### src/rtl/serial_adder_ctrl_pkg.sv
// Shared definitions for the bit-serial adder: FSM state encoding and the default operand width.
package serial_adder_ctrl_pkg;

    localparam int DEFAULT_WIDTH = 8;

    typedef enum logic [1:0] {
        S_IDLE = 2'd0,
        S_RUN  = 2'd1,
        S_DONE = 2'd2
    } state_e;

endpackage

### src/rtl/full_adder_always.sv
// 1-bit full adder cell: s = a0 ^ a1 ^ c0, c1 = majority(a0, a1, c0).
module full_adder_always (
    input  logic a0,
    input  logic a1,
    input  logic c0,
    output logic s,
    output logic c1
);

    always_comb begin
        s  = a0 ^ a1 ^ c0;
        c1 = (a0 & a1) | (a0 & c0) | (a1 & c0);
    end

endmodule

### src/rtl/serial_adder_ctrl.sv
// Bit-serial adder: feeds one operand bit pair per clock (LSB first) through a single full adder
// cell and presents a registered WIDTH-bit sum, carry-out and a one-cycle done pulse.
module serial_adder_ctrl
    import serial_adder_ctrl_pkg::*;
#(
    parameter int WIDTH = DEFAULT_WIDTH
) (
    input  logic             clk,
    input  logic             rst_n,
    input  logic             start,
    input  logic [WIDTH-1:0] a,
    input  logic [WIDTH-1:0] b,
    input  logic             cin,
    output logic             busy,
    output logic             done,
    output logic [WIDTH-1:0] sum,
    output logic             cout
);

    localparam int CNT_W = $clog2(WIDTH);
    localparam logic [CNT_W-1:0] LAST_BIT = CNT_W'(WIDTH - 1);

    state_e           state_q;
    logic [WIDTH-1:0] op_a_q;
    logic [WIDTH-1:0] op_b_q;
    logic [WIDTH-1:0] psum_q;
    logic [WIDTH-1:0] psum_d;
    logic [CNT_W-1:0] cnt_q;
    logic             carry_q;
    logic             busy_q;
    logic             done_q;
    logic [WIDTH-1:0] sum_q;
    logic             cout_q;
    logic             fa_s;
    logic             fa_c1;

    full_adder_always u_fa (
        .a0 (op_a_q[0]),
        .a1 (op_b_q[0]),
        .c0 (carry_q),
        .s  (fa_s),
        .c1 (fa_c1)
    );

    // Each new sum bit enters at the MSB, so after WIDTH shifts bit 0 lands in position 0.
    assign psum_d = {fa_s, psum_q[WIDTH-1:1]};

    always_ff @(posedge clk) begin
        if (!rst_n) begin
            state_q <= S_IDLE;
            op_a_q  <= '0;
            op_b_q  <= '0;
            psum_q  <= '0;
            cnt_q   <= '0;
            carry_q <= 1'b0;
            busy_q  <= 1'b0;
            done_q  <= 1'b0;
            sum_q   <= '0;
            cout_q  <= 1'b0;
        end else begin
            done_q <= 1'b0;
            case (state_q)
                S_IDLE, S_DONE: begin
                    if (start) begin
                        op_a_q  <= a;
                        op_b_q  <= b;
                        carry_q <= cin;
                        cnt_q   <= '0;
                        busy_q  <= 1'b1;
                        state_q <= S_RUN;
                    end else begin
                        busy_q  <= 1'b0;
                        state_q <= S_IDLE;
                    end
                end
                S_RUN: begin
                    op_a_q  <= {1'b0, op_a_q[WIDTH-1:1]};
                    op_b_q  <= {1'b0, op_b_q[WIDTH-1:1]};
                    psum_q  <= psum_d;
                    carry_q <= fa_c1;
                    if (cnt_q == LAST_BIT) begin
                        sum_q   <= psum_d;
                        cout_q  <= fa_c1;
                        busy_q  <= 1'b0;
                        done_q  <= 1'b1;
                        state_q <= S_DONE;
                    end else begin
                        cnt_q <= cnt_q + 1'b1;
                    end
                end
                default: begin
                    busy_q  <= 1'b0;
                    state_q <= S_IDLE;
                end
            endcase
        end
    end

    assign busy = busy_q;
    assign done = done_q;
    assign sum  = sum_q;
    assign cout = cout_q;

endmodule

### config.mk
export PLATFORM = sky130hd
export DESIGN_NAME = serial_adder_ctrl
export DESIGN_NICKNAME = d
export VERILOG_FILES = /design/src/rtl/serial_adder_ctrl_pkg.sv /design/src/rtl/full_adder_always.sv /design/src/rtl/serial_adder_ctrl.sv
export SDC_FILE = /design/constraint.sdc
export NUM_CORES = 1
export LEC_CHECK = 0
export CAP_MARGIN = 30
export CORE_MARGIN = 2
export CORE_UTILIZATION = 50
export CTS_CLUSTER_DIAMETER = 120
export CTS_CLUSTER_SIZE = 24
export DETAILED_ROUTE_END_ITERATION = 8
export MAX_ROUTING_LAYER = met4
export PLACE_DENSITY = 0.85
export SLEW_MARGIN = 40
export SYNTH_ARGS = -nofsm -noshare
export SYNTH_HDL_FRONTEND = slang
export SYNTH_SLANG_ARGS = --single-unit
### constraint.sdc
create_clock -name clk -period 1.9 [get_ports clk]
set_input_delay 0.19 -clock clk [delete_from_list [all_inputs] [get_ports clk]]
set_output_delay 0.19 -clock clk [all_outputs]
set_load 0.01 [all_outputs]
==> results of run 1 <==
[how the worst max path moves through the flow]
stage	end	slack, ns
2_1_floorplan	cnt_q[0]	0.54
3_3_place_gp	op_b_q[1]	0.36
3_5_place_dp	op_b_q[5]	0.30
4_1_cts	cnt_q[0]	0.39
5_1_grt	op_b_q[5]	0.27
6_report	cnt_q[0]	0.40
[metal layers]
metal  up-vias  track usage (%)
met2        29             33.9
met5         -                -
li1        687                -
met4         0             12.1
met3        10             4.48
met1       637             24.6
[flip-flops by register name, indices dropped and copies added (netlist names)]
register,flops
cnt_q,3
psum_q,7
op_a_q,8
busy,1
carry_q,1
cout,1
state_q,2
op_b_q,8
sum,8
done,1
[synthesized netlist by cell type, drive strengths merged]
master and count:
dfxtp 40, nor3 30, nand2 27, a21oi 21, o22ai 15, buf 13, nand3 11, nor2 5
clkbuf 3, nand3b 3, ha 2, nand2b 2, nor2b 2, a31o 1, fa 1, inv 1
nor3b 1, nor4 1
[logic make-up (layout without fill, tap and decap cells)]
family                   count (synthesis)  count (layout)  share of synthesized area (%)
AND/OR/NAND/NOR                         82              82                           28.0
flip-flops                              40              40                           49.8
AO/OA/AOI/OAI                           37              37                           12.9
buffers and inverters                   17              47                           6.46
adder cells (fa/ha/maj)                  3               3                           2.80
[power groups by stage]
stage          clock network [W]  logic, W  registers [W]
6_report                0.000625  0.000248       0.000912
5_1_grt                 0.000667  0.000274       0.000918
4_1_cts                 0.000636  0.000250       0.000912
3_5_place_dp                   0  0.000249       0.000931
3_3_place_gp                   0  0.000238       0.000927
2_1_floorplan                  0  0.000173       0.000923
[layout make-up]
cell class,instances,area [µm²],area share (%)
flip-flops and latches,40,801,39.2
multi-input cells,122,702,34.4
repair buffers,38,385,18.9
clock buffers,7,65.1,3.19
well taps,44,55.1,2.70
clock inverters,1,30.0,1.47
inverters,1,3.75,0.184
[per-stage QoR]
stage                     total power (W)  hold WS [ns]
after global routing              0.00186         0.397
after CTS                         0.00180         0.366
after global placement            0.00116         0.445
after detailed placement          0.00118         0.448
final                             0.00179         0.370
after floorplan                   0.00110         0.326
[critical path, stage by stage (launching register included)]
cell     delay [ns]
dfxtp_1        0.35
ha_1           0.20
ha_1           0.23
nor3b_2        0.31
nor2_1         0.10
a31o_1         0.22
==> results.toml, run 1 <==
[layout]
antennaDiodeCount = 0
utilization_pct = 66.9
final_nets = 231
drive_above_1_share_pct = 13.9
mostFrequentLayoutCells = "dfxtp_1, clkdlybuf4s50_1, nand2_1"
final_common_cell = "dfxtp_1"
final_area_um2 = 2040
area_delta_synth_final_pct = 27.1
num-fill-cells = 242
stdcell_count = 253

[worst_setup_path]
cp-start-kind = "register"
critPathArrivalTime_ns = 1.77
crit_path_start = "cnt_q[0]"
rr_endpoint = "cnt_q[0]"
regToRegSetupSlack_ns = 0.40
worst-setup-path-type = "register to register"
critPathCaptureType = "register"
cp_max_fo = 6
ff2ff_path_depth = 5
cp.required_ns = 2.17
r2r_start = "cnt_q[0]"

[route]
wl_met2_mm = 1.63
wl_met3_um = 126
vias = 1363
drc = 0
dr.pass1.iters = 4
top_layer = "met4"
antenna_left = 0
finalWirelength_mm = 3.25
drtIter0Drc = 63
wl_per_cell_um = 12.8
met1_length_mm = 1.41
viasPerCell = 5.39

[global_routing]
grt_max_degree = 20
antenna_found_initial = 0
grt_pass1_wl_mm = 5.59
gr-total-overflow = 0
grt.total_usage_pct = 21.3
first_global_vias = 1306

[pwr]
p_leak_nw = 0.723
combPwrFrac_pct = 13.9
sw_frac_of_total_pct = 24.1
seqPwrFrac_pct = 51.1
p_per_area_nw_per_um2 = 875
pwr-share-clk_pct = 35.0
internal_power_w = 0.00136
p_switching_w = 0.000431
irDropWorstVdd_mv = 0.510

[floorplan]
die_w_um = 60.7
core_area_um2 = 3050
dieArea_um2 = 3680
start_util_pct = 52.6
rows = 20
pin_count = 31
die_h_um = 60.7

[clock_tree]
insertion_delay_ns = 0.36
post_cts_buffers = 0
path_clk_slew_ns = 0.12
cts_buffers = 5
tritoncts = "yes"
htreeDepth = 2
cts_buffer_depth = 2
cts_sinks = 40
cts_root_buffer = "clkbuf_4"
post_cts_resized = 0
cts-hold-fix-buffers = 0

[sta]
tns_ns = 0
setup_viol = 0
layout_worst_path_cycle_share_pct = 78.8
rsz0062_at_grt = "false"
max_freq_mhz = 668
maxSlewHeadroom_pct = 53.2
worst_slack_ns = 0.403
clock-skew-final_ns = 0.00782
hold_viol_final = 0
worstMarginPinSlew_ns = 0.701
slew_violations = 0
period_minus_slack_ns = 1.50

[hold_path]
hp-class = "input port to register"
hold_depth = 3
hp-start = "b[7]"
min_to = "op_b_q[7]"

[logic_synthesis]
synth_seq_area_share_pct = 49.8
netlist_area_um2 = 1610
synth_cell_type_count = 22
synth_area_per_cell_um2 = 8.98
syn_nets = 202
yosys_warnings = 0
synth_top_area_share_pct = 49.8
netlist_instances = 179
yosys.area.top_type = "dfxtp_1"
ys_seq_elements = 40
synthTopCellsByArea = "dfxtp_1, nor3_2, a21oi_1"

[placed_design]
numPortBuffers = 30
placed_cell_area_um2 = 1950
dp_cells = 245
place_ws_ns = 0.302
globalplace.congestion = 0.726
dp.final_hpwl_mm = 2.30

[outcome]
status = "complete, no violations"

[job]
max-cap-violations = 0
Note: power is estimated with default switching activity, not from simulation.
==> run 2, diff against run 1 <==
- CORE_UTILIZATION: 50 -> 45
- PLACE_DENSITY: 0.85 -> 0.82
- clock period: 1.9 -> 1.3 ns (I/O delays scaled with it)
==> results.toml, run 2 (synthesized netlist as in run 1, its figures left out) <==
[outcome]
status = "finished, violations left"
violations = "setup timing"

[placed_design]
placed_cell_area_um2 = 2020
globalplace.congestion = 0.776
place_ws_ns = -0.0617
dp.final_hpwl_mm = 2.24
numPortBuffers = 30
dp_cells = 253

[clock_tree]
tritoncts = "yes"
cts_root_buffer = "clkbuf_4"
insertion_delay_ns = 0.36
htreeDepth = 2
cts_sinks = 40
path_clk_slew_ns = 0.11
cts_buffer_depth = 2
cts_buffers = 5

[floorplan]
die_h_um = 63.8
start_util_pct = 47.4
rows = 21
pin_count = 31
die_w_um = 63.8
dieArea_um2 = 4060
core_area_um2 = 3390

[sta]
layout_worst_path_cycle_share_pct = 106
max_freq_mhz = 729
clock-skew-final_ns = 0.0157
whs_ns = 0.325
maxSlewHeadroom_pct = 82.0
setup_viol = 11
slew_violations = 0
rsz0062_at_grt = "true"
hold_viol_final = 0
worst_slack_ns = -0.0722
period_minus_slack_ns = 1.37
worstMarginPinSlew_ns = 0.267

[worst_setup_path]
cp_max_fo = 2
worst-setup-path-type = "register to register"
crit_path_frequent_cell = "ha_4"
cp-start-kind = "register"
critPathCaptureType = "register"
crit_chain = "ha_4, ha_4, nor3b_4, nor2_1, a31o_1"
cp.required_ns = 1.54
critPathArrivalTime_ns = 1.62
crit_slowest_cell = "dfxtp_2"
crit_buf_inv = 0
max_stage_delay_ns = 0.36
crit_family = "flip-flops"

[route]
antenna_left = 0
drc = 0
finalWirelength_mm = 3.77
wl_per_cell_um = 14.3
viasPerCell = 5.45
dr.pass1.iters = 5
drtIter0Drc = 124
vias = 1434

[layout]
final_nets = 239
antennaDiodeCount = 0
area_delta_synth_final_pct = 35.5
mostFrequentLayoutCells = "dfxtp_1, nor3_1, clkdlybuf4s50_1"
drive_above_1_share_pct = 27.2
final_area_um2 = 2180
final_common_cell = "dfxtp_1"
stdcell_count = 263

[pwr]
p_per_area_nw_per_um2 = 1100
irDropWorstVdd_mv = 0.719
p_leak_nw = 0.806
finalPower_w = 0.00239

[global_routing]
gr-total-overflow = 0
grt.total_usage_pct = 18.8
first_global_vias = 1345
grt_max_degree = 29
grt_pass1_wl_mm = 5.84
antenna_found_initial = 0

[hold_path]
hp-class = "input port to register"

[job]
max-cap-violations = 0
==> run 2: tightest hold or removal path, cell delays in order <==
cell and delay (ns):
clkdlybuf4s50_1 0.40, nand2_1 0.06, a21oi_1 0.05
==> run 2: metrics by stage <==
step	util [%]	TNS [ns]
finish	64.2	-0.289
global route	64.2	-0.925
CTS	61.5	0
detailed placement	59.5	-0.334
global placement	59.5	-0.120
floorplan	-	0
==> run 2: cell type report <==
| cell class | instances | area (µm²) |
|---|---|---|
| clock buffers | 6 | 51.3 |
| fillers | 259 | 1210 |
| repair buffers | 46 | 447 |
| multi-input cells | 122 | 805 |
| inverters | 1 | 3.75 |
| flip-flops and latches | 40 | 803 |
| well taps | 46 | 57.6 |
| clock inverters | 2 | 10.0 |
==> run 2: metal layers <==
metal	track usage (%)	part of all wire, %	vias up
li1	-	-	704
met4	8.42	2.6	0
met2	28.8	48	52
met3	4.93	5.7	11
met5	-	0	-
met1	23.5	44	667
==> run 2: final timing paths <==
kind,startpoint,end,slack [ns],cells past startpoint
worst max-delay path,cnt_q[1],cnt_q[0],-0.07,5
worst min-delay path,b[7],op_b_q[7],0.33,3
worst max register to register,cnt_q[1],cnt_q[0],-0.07,5
worst min register to register,sum[3],sum[3],0.46,2
==> run 2: what timing repair did <==
action | 4_1_cts | 5_1_grt
setup endpoints to repair | 22 | 12
hold buffers | 0 | 0
gates resized for setup | 16 | 24
buffers inserted | 0 | 1
cloned | 0 | 1
pin swaps | 0 | 19
hold endpoints to repair | 0 | 0
==> run 2: power breakdown <==
group,switching [W],internal [W]
sequential,0.0000413,0.00129
combinational,0.000200,0.000196
clock,0.000403,0.000257
total,0.000644,0.00174
==> run 3, diff against run 2 <==
- CAP_MARGIN: 30 -> 20
- CORE_MARGIN: 2 -> default
==> results.toml, run 3 (synthesized netlist as in run 1, its figures left out) <==
[outcome]
status = "finished, violations left"
violations = "setup timing"

[clock_tree]
tritoncts = "yes"
htreeDepth = 2
cts_sinks = 40
cts_buffers = 5
cts_buffer_depth = 2
cts-hold-fix-buffers = 0
path_clk_slew_ns = 0.11
insertion_delay_ns = 0.34
cts_root_buffer = "clkbuf_4"

[route]
met1_length_mm = 1.55
drc = 0
vias = 1374
viasPerCell = 5.24
drtIter0Drc = 71
wl_per_cell_um = 12.2
top_layer = "met4"
wl_met3_um = 164
wl_met2_mm = 1.42
dr.pass1.iters = 4
finalWirelength_mm = 3.19
antenna_left = 0

[worst_setup_path]
rr_endpoint = "cnt_q[1]"
critPathCaptureType = "register"
ff2ff_path_depth = 6
regToRegSetupSlack_ns = -0.006
critPathArrivalTime_ns = 1.58
crit_slowest_cell = "dfxtp_2"
endpoint = "cnt_q[1]"
crit_chain = "ha_4, ha_4, nor3b_4, buf_6, nand2_2, a21oi_2"
crit_path_start = "cnt_q[0]"
r2r_start = "cnt_q[0]"
cp_max_fo = 4
worst-setup-path-type = "register to register"
cp-start-kind = "register"
crit_path_frequent_cell = "ha_4"
max_stage_delay_ns = 0.35
cp.required_ns = 1.58

[global_routing]
antenna_found_initial = 0
grt.total_usage_pct = 19.3
grt_max_degree = 22
grt_pass1_wl_mm = 5.04
first_global_vias = 1171
gr-total-overflow = 0

[job]
max-cap-violations = 0

[sta]
clock-skew-final_ns = 0.00950
maxSlewHeadroom_pct = 82.8
hold_viol_final = 0
worst_slack_ns = -0.00618
period_minus_slack_ns = 1.31
layout_worst_path_cycle_share_pct = 100
rsz0062_at_grt = "true"
slew_violations = 0
worstMarginPinSlew_ns = 0.256
max_freq_mhz = 766
setup_viol = 2

[layout]
area_delta_synth_final_pct = 33.5
final_area_um2 = 2140
utilization_pct = 63.3
final_nets = 239
mostFrequentLayoutCells = "dfxtp_1, nand2_1, nor3_1, clkdlybuf4s50_1, a21oi_1"
final_common_cell = "dfxtp_1"
antennaDiodeCount = 0
drive_above_1_share_pct = 20.8

[floorplan]
die_w_um = 61.8
die_h_um = 61.8
pin_count = 31
dieArea_um2 = 3810
core_area_um2 = 3390
start_util_pct = 47.4
rows = 21

[placed_design]
globalplace.congestion = 0.780
numPortBuffers = 30
placed_cell_area_um2 = 2060
dp.final_hpwl_mm = 2.09

[pwr]
p_leak_nw = 0.805
p_per_area_nw_per_um2 = 1080
irDropWorstVdd_mv = 0.619

[hold_path]
hp-class = "input port to register"
-- run 3: changes by cell type in the layout (fill, tap and decap cells not counted), sizes merged --
cell / previous run / this run
clkinv: 2 / 1
-- run 3: area by class of cell --
cell class | instances | area, µm²
Clock inverter | 1 | 5.00
Sequential cell | 40 | 803
Fill cell | 264 | 1240
Tap cell | 46 | 57.6
Multi-Input combinational cell | 122 | 757
Inverter | 1 | 3.75
Clock buffer | 6 | 41.3
Timing Repair Buffer | 46 | 477
-- run 3: stage by stage --
| stage | instances | total power (W) | setup TNS (ns) | hold slack, ns | setup slack, ns |
|---|---|---|---|---|---|
| 2_1_floorplan | 179 | 0.00161 | 0 | 0.266 | 0.000588 |
| 3_3_place_gp | 254 | 0.00176 | -0.193 | 0.444 | -0.0447 |
| 3_5_place_dp | 254 | 0.00176 | -0.297 | 0.447 | -0.0736 |
| 4_1_cts | 262 | 0.00234 | -0.00727 | 0.326 | -0.00727 |
| 5_1_grt | 262 | 0.00244 | -0.222 | 0.334 | -0.0755 |
| 6_report | 262 | 0.00232 | -0.0104 | 0.335 | -0.00618 |
-- run 3: metal layers --
metal / global-route usage [%] / vias to the layer above
met5: - / -
met2: 28.6 / 34
met4: 11.7 / 0
met3: 5.18 / 5
li1: - / 705
met1: 23.4 / 630
-- run 3: repair_timing --
action / CTS / global route
gates resized for setup: 18 / 5
setup endpoints to repair: 15 / 8
setup buffers: 1 / 0
pin swaps: 5 / 2
-- run 3: critical path, delay by kind of cell (launching register included) --
kind,cells,cell delay (ns)
AOI/OAI and AO/OA,1,0.09
adders and majority gates,2,0.33
buffers and inverters,1,0.15
DFF,1,0.35
and+or+nand+nor,2,0.31
-- run 3: worst min-delay path by stage --
| stage | start | endpoint | cells past startpoint |
|---|---|---|---|
| after floorplan | a[7] | op_a_q[7] | 2 |
| after global routing | b[7] | op_b_q[7] | 3 |
| after CTS | b[7] | op_b_q[7] | 3 |
| after detailed placement | sum[4] | sum[4] | 2 |
| after global placement | sum[4] | sum[4] | 2 |
| final | b[7] | op_b_q[7] | 3 |
-- run 3: power breakdown --
group	internal [W]	total (W)	switching (W)
registers	0.00129	0.00134	0.0000436
logic	0.000222	0.000419	0.000197
clock network	0.000199	0.000569	0.000369
total	0.00171	0.00232	0.000610
